`src/rtl/tensor_core_pkg.sv`:
```
// Shared definitions for the token decoder: controller state encoding and
// the character value that separates vocabulary words.
package tensor_core_pkg;

  // Controller states; IDLE is the only non-busy state.
  typedef enum logic [2:0] {
    S_IDLE     = 3'd0,
    S_SEEK_RD  = 3'd1,
    S_SEEK_CHK = 3'd2,
    S_EMIT_RD  = 3'd3,
    S_EMIT_CHK = 3'd4,
    S_HOLD     = 3'd5,
    S_DONE     = 3'd6
  } state_t;

  // Word separator stored in the vocabulary memory.
  localparam logic [7:0] NUL_CHAR = 8'h00;

endpackage

```
`src/rtl/token_decoder.sv`:
```
// Token decoder: walks a NUL-separated vocabulary held in an external
// synchronous-read memory, skips to the idx-th word and streams its
// characters (terminating NUL included) over a valid/ready interface.
module token_decoder
  import tensor_core_pkg::*;
#(
  parameter int ADDR_WIDTH = 4,
  parameter int DATA_WIDTH = 8,
  parameter int IDX_WIDTH  = 4,
  parameter int START_ADDR = 0,
  parameter int END_ADDR   = 15
) (
  input  logic                  clk,
  input  logic                  rst,
  input  logic                  start,
  input  logic [IDX_WIDTH-1:0]  idx,
  output logic                  busy,
  output logic [ADDR_WIDTH-1:0] mem_addr,
  input  logic [DATA_WIDTH-1:0] mem_rdata,
  output logic [DATA_WIDTH-1:0] out_data,
  output logic                  out_valid,
  input  logic                  out_ready,
  output logic                  out_last,
  output logic                  done,
  output logic                  err
);

  localparam logic [ADDR_WIDTH-1:0] FIRST_ADDR = ADDR_WIDTH'(START_ADDR);
  localparam logic [ADDR_WIDTH-1:0] LAST_ADDR  = ADDR_WIDTH'(END_ADDR);
  localparam logic [DATA_WIDTH-1:0] NUL_WORD   = DATA_WIDTH'(NUL_CHAR);

  state_t                  state, state_nx;
  logic [IDX_WIDTH-1:0]    cnt, cnt_nx;
  logic [ADDR_WIDTH-1:0]   addr, addr_nx;
  logic [DATA_WIDTH-1:0]   data_nx;
  logic                    last_nx;
  logic                    err_nx;
  logic                    rd_nul;
  logic                    at_end;

  assign mem_addr = addr;
  assign rd_nul   = (mem_rdata == NUL_WORD);
  assign at_end   = (addr == LAST_ADDR);

  // Next-state and datapath decision for the seek / emit walk.
  always_comb begin
    state_nx = state;
    cnt_nx   = cnt;
    addr_nx  = addr;
    data_nx  = out_data;
    last_nx  = out_last;
    err_nx   = err;
    case (state)
      S_IDLE: begin
        if (start) begin
          cnt_nx   = idx;
          addr_nx  = FIRST_ADDR;
          err_nx   = 1'b0;
          state_nx = S_SEEK_RD;
        end else begin
          state_nx = S_IDLE;
        end
      end
      S_SEEK_RD: state_nx = S_SEEK_CHK;
      S_SEEK_CHK: begin
        if (cnt == {IDX_WIDTH{1'b0}}) begin
          // First character of the wanted word; a word that starts on the
          // last address cannot continue, so it is closed here too.
          data_nx  = mem_rdata;
          last_nx  = rd_nul || at_end;
          err_nx   = (at_end && !rd_nul) ? 1'b1 : err;
          state_nx = S_HOLD;
        end else begin
          cnt_nx = rd_nul ? (cnt - IDX_WIDTH'(1)) : cnt;
          if (at_end) begin
            err_nx   = 1'b1;
            state_nx = S_DONE;
          end else begin
            addr_nx  = addr + ADDR_WIDTH'(1);
            state_nx = S_SEEK_RD;
          end
        end
      end
      S_EMIT_RD: state_nx = S_EMIT_CHK;
      S_EMIT_CHK: begin
        data_nx  = mem_rdata;
        last_nx  = rd_nul || at_end;
        err_nx   = (at_end && !rd_nul) ? 1'b1 : err;
        state_nx = S_HOLD;
      end
      S_HOLD: begin
        if (out_ready) begin
          if (out_last) begin
            state_nx = S_DONE;
          end else begin
            addr_nx  = addr + ADDR_WIDTH'(1);
            state_nx = S_EMIT_RD;
          end
        end else begin
          state_nx = S_HOLD;
        end
      end
      S_DONE:  state_nx = S_IDLE;
      default: state_nx = S_IDLE;
    endcase
  end

  // State, datapath and registered status outputs.
  always_ff @(posedge clk or posedge rst) begin
    if (rst) begin
      state     <= S_IDLE;
      cnt       <= {IDX_WIDTH{1'b0}};
      addr      <= FIRST_ADDR;
      out_data  <= {DATA_WIDTH{1'b0}};
      out_last  <= 1'b0;
      err       <= 1'b0;
      busy      <= 1'b0;
      out_valid <= 1'b0;
      done      <= 1'b0;
    end else begin
      state     <= state_nx;
      cnt       <= cnt_nx;
      addr      <= addr_nx;
      out_data  <= data_nx;
      out_last  <= last_nx;
      err       <= err_nx;
      busy      <= (state_nx != S_IDLE);
      out_valid <= (state_nx == S_HOLD);
      done      <= (state_nx == S_DONE);
    end
  end

endmodule
```
`config.mk`:
```
export PLATFORM = sky130hd
export DESIGN_NAME = token_decoder
export DESIGN_NICKNAME = d
export VERILOG_FILES = /design/src/rtl/tensor_core_pkg.sv /design/src/rtl/token_decoder.sv
export SDC_FILE = /design/constraint.sdc
export NUM_CORES = 1
export LEC_CHECK = 0
export BUFFER_PORTS_ARGS = -buffer_cell sky130_fd_sc_hd__clkbuf_2
export CAP_MARGIN = 0
export CORE_ASPECT_RATIO = 1.1
export CORE_MARGIN = 3
export CORE_UTILIZATION = 55
export DETAILED_ROUTE_END_ITERATION = 16
export GPL_TIMING_DRIVEN = 0
export HOLD_SLACK_MARGIN = 0.1
export PLACE_DENSITY_LB_ADDON = 0.1
export SYNTH_ARGS = -nofsm -noshare
export SYNTH_HDL_FRONTEND = slang
export SYNTH_SLANG_ARGS = --single-unit
```
`constraint.sdc`:
```
create_clock -name clk -period 4.7 [get_ports clk]
set_input_delay 0.94 -clock clk [delete_from_list [all_inputs] [get_ports clk]]
set_output_delay 0.94 -clock clk [all_outputs]
set_load 0.1 [all_outputs]
```
Word level (Yosys, flattened, before mapping)
Cells that the tools add are included.

Logic and storage cells: 67. Register bits: 24.

Add/subtract/negate cells: 2. Equality and inequality tests: 16. Reductions and logical operators: 15. Muxes and demuxes: 25.

Operator list (number): $mux 4 (8); $pmux 3 s6 (1); $pmux 8 s2 (1); $ne 2x2->1 const B (7); $eq 3x3->1 const B (4); $mux 3 (4); $pmux 4 s3 (1); $reduce_bool 3->1 (3); $logic_not 8->1 (1); $mux 8 (1); $pmux 4 s2 (1); $eq 3x2->1 const B (2); $mux 1 (6); $reduce_and 6->1 (1); $add 4x1->4 const B (1); $eq 4x4->1 const B (1); $logic_not 4->1 (1); $reduce_and 4->1 (1); $reduce_bool 2->1 (2); $sub 4x1->4 const B (1); $eq 3x1->1 const B (1); $logic_not 3->1 (1); $ne 3x3->1 const B (1); $pmux 1 s3 (1); 6 further kinds (6).

Depth between registers and ports, before layout
Gate-level depths: netlist of the first run.

Depth in word-level cells: 6. Mapped depth: 7.

Worst setup path after synthesis of the first run
No wires, ideal clock.

Path type: reg2reg. From: register addr[0], in the netlist mem_addr[0]. To: register addr[1], in the netlist mem_addr[1]. Setup slack: 2.521 ns. Required time: 4.580 ns. Data arrival time: 2.059 ns. Library setup time: 0.120 ns. Path buffers: 0. Cell stages (with the launch flop): 6. Cells stage by stage: dfrtp_1 -> ha_1 -> nand3_1 -> a32oi_2 -> a21oi_1 -> a31o_2.

Word-level cells in the longest chain between the ends: 4.

Ends and longest elaborated chain: start: declaration (RTL line token_decoder.sv:34) `logic [ADDR_WIDTH-1:0] addr, addr_nx;`; start signal: assignment (RTL line token_decoder.sv:123) `addr <= addr_nx;`; $add 4x1->4 (RTL line token_decoder.sv:79, token_decoder.sv:96); $mux 4 (on tied branches) (RTL line token_decoder.sv:93, token_decoder.sv:75); $mux 4 (on tied branches) (RTL line token_decoder.sv:92, token_decoder.sv:66); $pmux 4 s3 (RTL line token_decoder.sv:53) `case (state)`.

Several ways; a longest one is shown, not always the timed one. The select of a mux whose other input is x is not followed. A chain may end at the register's enable or synchronous reset.

Final worst setup path of the first run
From: register addr[3], in the netlist mem_addr[3]. To: output port mem_addr[3].

RTL lines: end: declaration (RTL line token_decoder.sv:18) `output logic [ADDR_WIDTH-1:0] mem_addr,`.

No word-level cell between the ends.

==> metrics, run 1 <==
Slew @ Worst Pin=just under 900 ps; initial core utilization=between 60% and 70%; CP cell instances=clkbuf_2; commonest non-fill, non-tap cells in the layout=32 x clkbuf_2, 24 x dfrtp_1, 12 x a21oi_1; Residual DRC=0; Worst-path clk slew=130 ps; final setup margin=roughly 2500 ps; max-cap violation count=0; Setup Buffers After CTS=0; xor/xnor share of the synthesized area=0%; vias in the first global route=1,064; CTS Hold Bufs=0; area grow syn2layout=18.44%; initial DRC count=14; GRT Resource Usage Total=21.57%; Post-Synth Adder-Cell Area=1.994%; top area cells in the synthesized netlist=dfrtp_1 48%, mux2_2 8.1%, a21oi_1 4.8%, nand3_1 3.2%, o21ai_0 2.8%; Slew HR=between 30 and 40%; status=finished clean; Post-synth top flop=dfrtp_1; Antenna Cells=0; post-cts sizing count=0; post-route setup TNS=0 ps; I/O Buffers=32; cell family contributing the most delay on the critical path=buffers and inverters; cell row count=17; post-synthesis cell count=117; endpoints failing hold=0; total core area=between 2000 and 2500 µm²; Max Slew Vio Count=0; mux cell area share after synthesis=approximately 8.1%; WS Path Type=reg2out; initial antenna violation count=0; Synth async-reset ratio=100.0%; Synth Area in Compound Gates=18.54%; critical path startpoint category=flip-flop; Synth Area in Simple Gates=between 10% and 20%; Post-synth EDFFs=0; clk_lat worst skew=approximately 330 ps; Clock Skews=roughly 6.3 ps; largest family of logic cells by synthesized area=simple AND/OR/NAND/NOR gates; syn nets=around 140; Avg Synthesized Cell Area=10.73 µm²; Die W=around 52 µm; Slowest cell on crit path=clkbuf_2; largest net degree at the start of global routing=25; GPL Wtd Cong=0.8224; Yosys top cell area share=47.86%; Place WS=2336 ps; dpl cell area=~1500 µm²; global route overflow=0; Critical Path RT=around 3800 ps; Worst Path Max Fanout=5; io pins=33; total wire length=between 2000 and 3000 µm; fin nets=around 170; layout cells sized above 1=between 30% and 40%; cell accounting for the most synthesized area=dfrtp_1; fmax=roughly 460 MHz; CTS sink cnt=24; routed length per instance=roughly 15 µm; hpwl dp=roughly 2100 µm; Max Buffers Root-to-Sink=2; # setup viols final=0; crit share post-route=46.59%; Num CTS Buffers=3; Yosys reg bits=24; DIE HEIGHT=56.10 µm; ANT nets after route=0; final instance area=1486 µm²; htree depth=1; DIE AREA=approximately 2900 µm²; root buffer cell=clkbuf_4; Via-to-Cell Ratio=approximately 5.8; CTS tree=built; synth warn=0; post-synth cell types=38; crit-path max cell delay=480 ps; cell area after synthesis=approximately 1300 µm²; vias=approximately 1,100; CP arrival=approximately 1300 ps; Hold WS=around 520 ps; sequential area share after synthesis=~48%; Crit. End Element=primary output; CP Buf/Inv Count=1; most common cell after layout, fill and taps aside=clkbuf_2; Hold WC Path Type=reg2reg; Final min period=roughly 2200 ps; DR pass1 iterations=4; RSZ-0062 raised after global routing=false; first-pass GRT wire length=between 4000 and 5000 µm; fillcell total=171
## Yosys cell counts, types with 2 or more instances
master    count
nand2_1       5
or4_4         2
o21ai_0       7
nor3_1        2
ha_1          2
nand2b_1      3
a21oi_1      12
nor4_1        2
buf_2         2
inv_1         7
nand3_1       8
nor2_1        4
mux2_2        9
and3b_1       2
nor3b_2       2
dfrtp_1      24
nor2b_1       3
## stage by stage
step | std cells | util [%]
floorplan | 117 | -
global placement | 177 | 69.57
detailed placement | 177 | 69.57
CTS | 181 | 71.31
global route | 181 | 71.31
finish | 181 | 71.31
## routing by layer
layer  GRT usage (%)  wire (µm)  vias to the layer above
met4           7.865         52                        0
met5               0          0                        -
li1                -          -                      514
met1           26.42       1183                      503
met2           36.36       1407                       30
met3           4.826        141                        7
## sequential cells by signal (all words and copies together) (netlist names)
name,flops
done,1
busy,1
mem_addr,4
out_last,1
err,1
out_valid,1
out_data,8
state,3
cnt,4
## worst paths after layout
check                      slack [ps]                    start                      end  cells past startpoint
setup reg to reg                 2630       cnt[0]$_DFFE_PP0P_  out_data[3]$_DFFE_PP0P_                      6
setup / recovery                 2510  mem_addr[3]$_DFFE_PP0P_              mem_addr[3]                      1
hold / removal                    520  out_data[5]$_DFFE_PP0P_  out_data[5]$_DFFE_PP0P_                      1
max in group asynchronous        3400                      rst  mem_addr[0]$_DFFE_PP0P_                      2
hold reg to reg                   520  out_data[5]$_DFFE_PP0P_  out_data[5]$_DFFE_PP0P_                      1
min in group asynchronous         760                      rst  out_data[2]$_DFFE_PP0P_                      2
## area by class of cell
class / count / area (µm²) / share of cell area, %
multi-input cells: 82 / 606.8 / 40.82
flip-flops and latches: 24 / 600.6 / 40.40
repair buffers: 32 / 160.2 / 10.77
clock buffers: 4 / 36.28 / 2.441
well taps: 28 / 35.03 / 2.357
inverters: 7 / 26.28 / 1.768
plain buffers: 4 / 21.27 / 1.431
## logic make-up after synthesis
logic type	count (synthesis)
buffers and inverters	11
DFF	24
AOI/OAI and AO/OA	32
adders and majority gates	2
and+or+nand+nor	39
muxes	9
Power of run 1 is left out: the tool's default activity adds up to more than one toggle a clock period on the data nets, which glitch-free logic cannot reach.
==> run 2, diff against run 1 <==
--- a/config.mk
+++ b/config.mk
@@ -9,7 +9,7 @@
 export CAP_MARGIN = 0
 export CORE_ASPECT_RATIO = 1.1
 export CORE_MARGIN = 3
-export CORE_UTILIZATION = 55
+export CORE_UTILIZATION = 51
 export DETAILED_ROUTE_END_ITERATION = 16
 export GPL_TIMING_DRIVEN = 0
 export HOLD_SLACK_MARGIN = 0.1
==> constraint.sdc (replaced) <==
create_clock -name clk -period 2.02 [get_ports clk]
set_input_delay 0.404 -clock clk [delete_from_list [all_inputs] [get_ports clk]]
set_output_delay 0.404 -clock clk [all_outputs]
set_load 0.1 [all_outputs]
==> metrics, run 2 (same netlist as run 1, synthesis figures left out) <==
routed length per instance=14.40 µm (was 15.39 µm); vias=1,058 (was 1,054); total wire length=2636 µm (was 2785 µm); Max Buffers Root-to-Sink=2 (unchanged); Residual DRC=0 (unchanged); initial antenna violation count=0 (unchanged); htree depth=1 (unchanged); Slowest cell on crit path=or3b_2 (was clkbuf_2); vias in the first global route=1,011 (was 1,064); max-cap violation count=0 (unchanged); Crit. End Element=flip-flop (was primary output); critical path startpoint category=flip-flop (unchanged); clk_lat worst skew=310 ps (was 330 ps); worst reg2reg path startpoint=cnt[0]$_DFFE_PP0P_ (unchanged); Max Slew Vio Count=0 (unchanged); Reg2Reg Depth=6 (unchanged); area grow syn2layout=20.74% (was 18.44%); GPL Wtd Cong=0.8011 (was 0.8224); ANT nets after route=0 (unchanged); Num CTS Buffers=3 (unchanged); Antenna Cells=0 (unchanged); post-route setup TNS=0 ps (unchanged); status=finished clean (unchanged); io pins=33 (unchanged); Via-to-Cell Ratio=5.781 (was 5.823); final setup margin=106.5 ps (was 2510 ps); Worst Path Max Fanout=5 (unchanged); worst reg2reg setup slack=110 ps (was 2630 ps); register area=604.3 µm² (was 600.6 µm²); initial core utilization=54.63% (was 60.20%); crit-path max cell delay=530 ps (was 480 ps); DR pass1 iterations=2 (was 4); max reg flops=8 (unchanged); first-pass GRT wire length=4312 µm (was 4726 µm); final instance area=1515 µm² (was 1486 µm²); layout cells sized above 1=40.52% (was 38.56%); largest net degree at the start of global routing=25 (unchanged); CTS sink cnt=24 (unchanged); DIE AREA=3092 µm² (was 2892 µm²); GRT Resource Usage Total=18.61% (was 21.57%); fillcell total=200 (was 171); CP cell instances=inv_1, ha_1, or3b_2, a32oi_4, a21oi_1, a31o_2 (was clkbuf_2); endpoints failing hold=0 (unchanged); initial DRC count=12 (was 14); most common cell after layout, fill and taps aside=clkbuf_2 (unchanged); total core area=2297 µm² (was 2085 µm²); Top reg by flops=out_data (unchanged); DIE HEIGHT=58.03 µm (was 56.10 µm); root buffer cell=clkbuf_4 (unchanged); Hold WC Path Type=in2async (was reg2reg); area occupied by multi-input gates=629.4 µm² (was 606.8 µm²); Slew HR=39.73% (was 39.76%); Critical Path RT=2230 ps (was 3760 ps); # setup viols final=0 (unchanged); fmax=about 520 MHz; CTS Hold Bufs=0 (unchanged); dpl cell area=1456 µm² (was 1450 µm²); Hold WS=254.9 ps (was 521.9 ps); Slew @ Worst Pin=903.1 ps (was 892.3 ps); Worst-path clk slew=130 ps (about the same); r2r endpoint=mem_addr[1]$_DFFE_PP0P_ (was out_data[3]$_DFFE_PP0P_); CTS tree=built (unchanged); Final min period=roughly 1900 ps; CP arrival=2120 ps (was 1250 ps); global route overflow=0 (unchanged); cell row count=18 (was 17); Clock Skews=1.481 ps (was 6.299 ps); Die W=53.30 µm (was 51.55 µm); I/O Buffers=32 (unchanged); crit share post-route=between 90% and 100%; Setup Buffers After CTS=0 (unchanged); fin nets=172 (unchanged); Place WS=-16.06 ps (was 2336 ps); commonest non-fill, non-tap cells in the layout=32 x clkbuf_2, 21 x dfrtp_1, 12 x a21oi_1 (was 32 x clkbuf_2, 24 x dfrtp_1, 12 x a21oi_1); WS Path Type=reg2reg (was reg2out); RSZ-0062 raised after global routing=false (unchanged); hpwl dp=2006 µm (was 2120 µm)
==> run 2: through the flow <==
step           utilization [%]  instances
2_1_floorplan                -        117
3_3_place_gp             63.40        179
3_5_place_dp             63.40        179
4_1_cts                  65.20        183
5_1_grt                  65.96        183
6_report                 65.96        183
==> run 2: final cells by class <==
type / instances / share of cell area, %
tap: 30 / 2.477
clock buffer: 4 / 2.395
inverter: 7 / 1.734
sequential: 24 / 39.88
multi-input combinational: 82 / 41.54
buffer: 4 / 1.404
timing repair buffer: 32 / 10.57
==> run 2: worst max path at each step <==
stage                                         end                    start  slack (ps)  cells after the start
after global placement    out_data[7]$_DFFE_PP0P_       cnt[0]$_DFFE_PP0P_          30                      6
after floorplan           mem_addr[1]$_DFFE_PP0P_  mem_addr[2]$_DFFE_PP0P_          10                      4
final                     mem_addr[1]$_DFFE_PP0P_       cnt[0]$_DFFE_PP0P_         110                      6
after global routing      mem_addr[3]$_DFFE_PP0P_       cnt[0]$_DFFE_PP0P_          20                      6
after detailed placement  out_data[5]$_DFFE_PP0P_       cnt[0]$_DFFE_PP0P_         -20                      6
after CTS                          busy$_DFF_PP0_       cnt[0]$_DFFE_PP0P_          40                      6
==> run 2: what timing repair did <==
item,4_1_cts,5_1_grt
hold endpoints to repair,0,0
setup endpoints to repair,9,14
resized for setup,1,3
==> run 2: routing by layer <==
| metal | up-vias | routed length (µm) | GRT usage, % |
|---|---|---|---|
| met1 | 524 | 1167 | 24.45 |
| met3 | 4 | 142 | 4.113 |
| met5 | - | 0 | 0 |
| met2 | 24 | 1297 | 29.77 |
| met4 | 0 | 28 | 6.934 |
| li1 | 506 | - | - |
==> run 2: critical path, delay by kind of cell (launching register included) <==
family / cells / cell delay (ps)
AO/OA/AOI/OAI: 3 / 580
adder cells (fa/ha/maj): 1 / 210
buffers and inverters: 1 / 90
AND/OR/NAND/NOR: 1 / 530
flip-flops: 1 / 400
Power of run 2 is left out for the same reason.
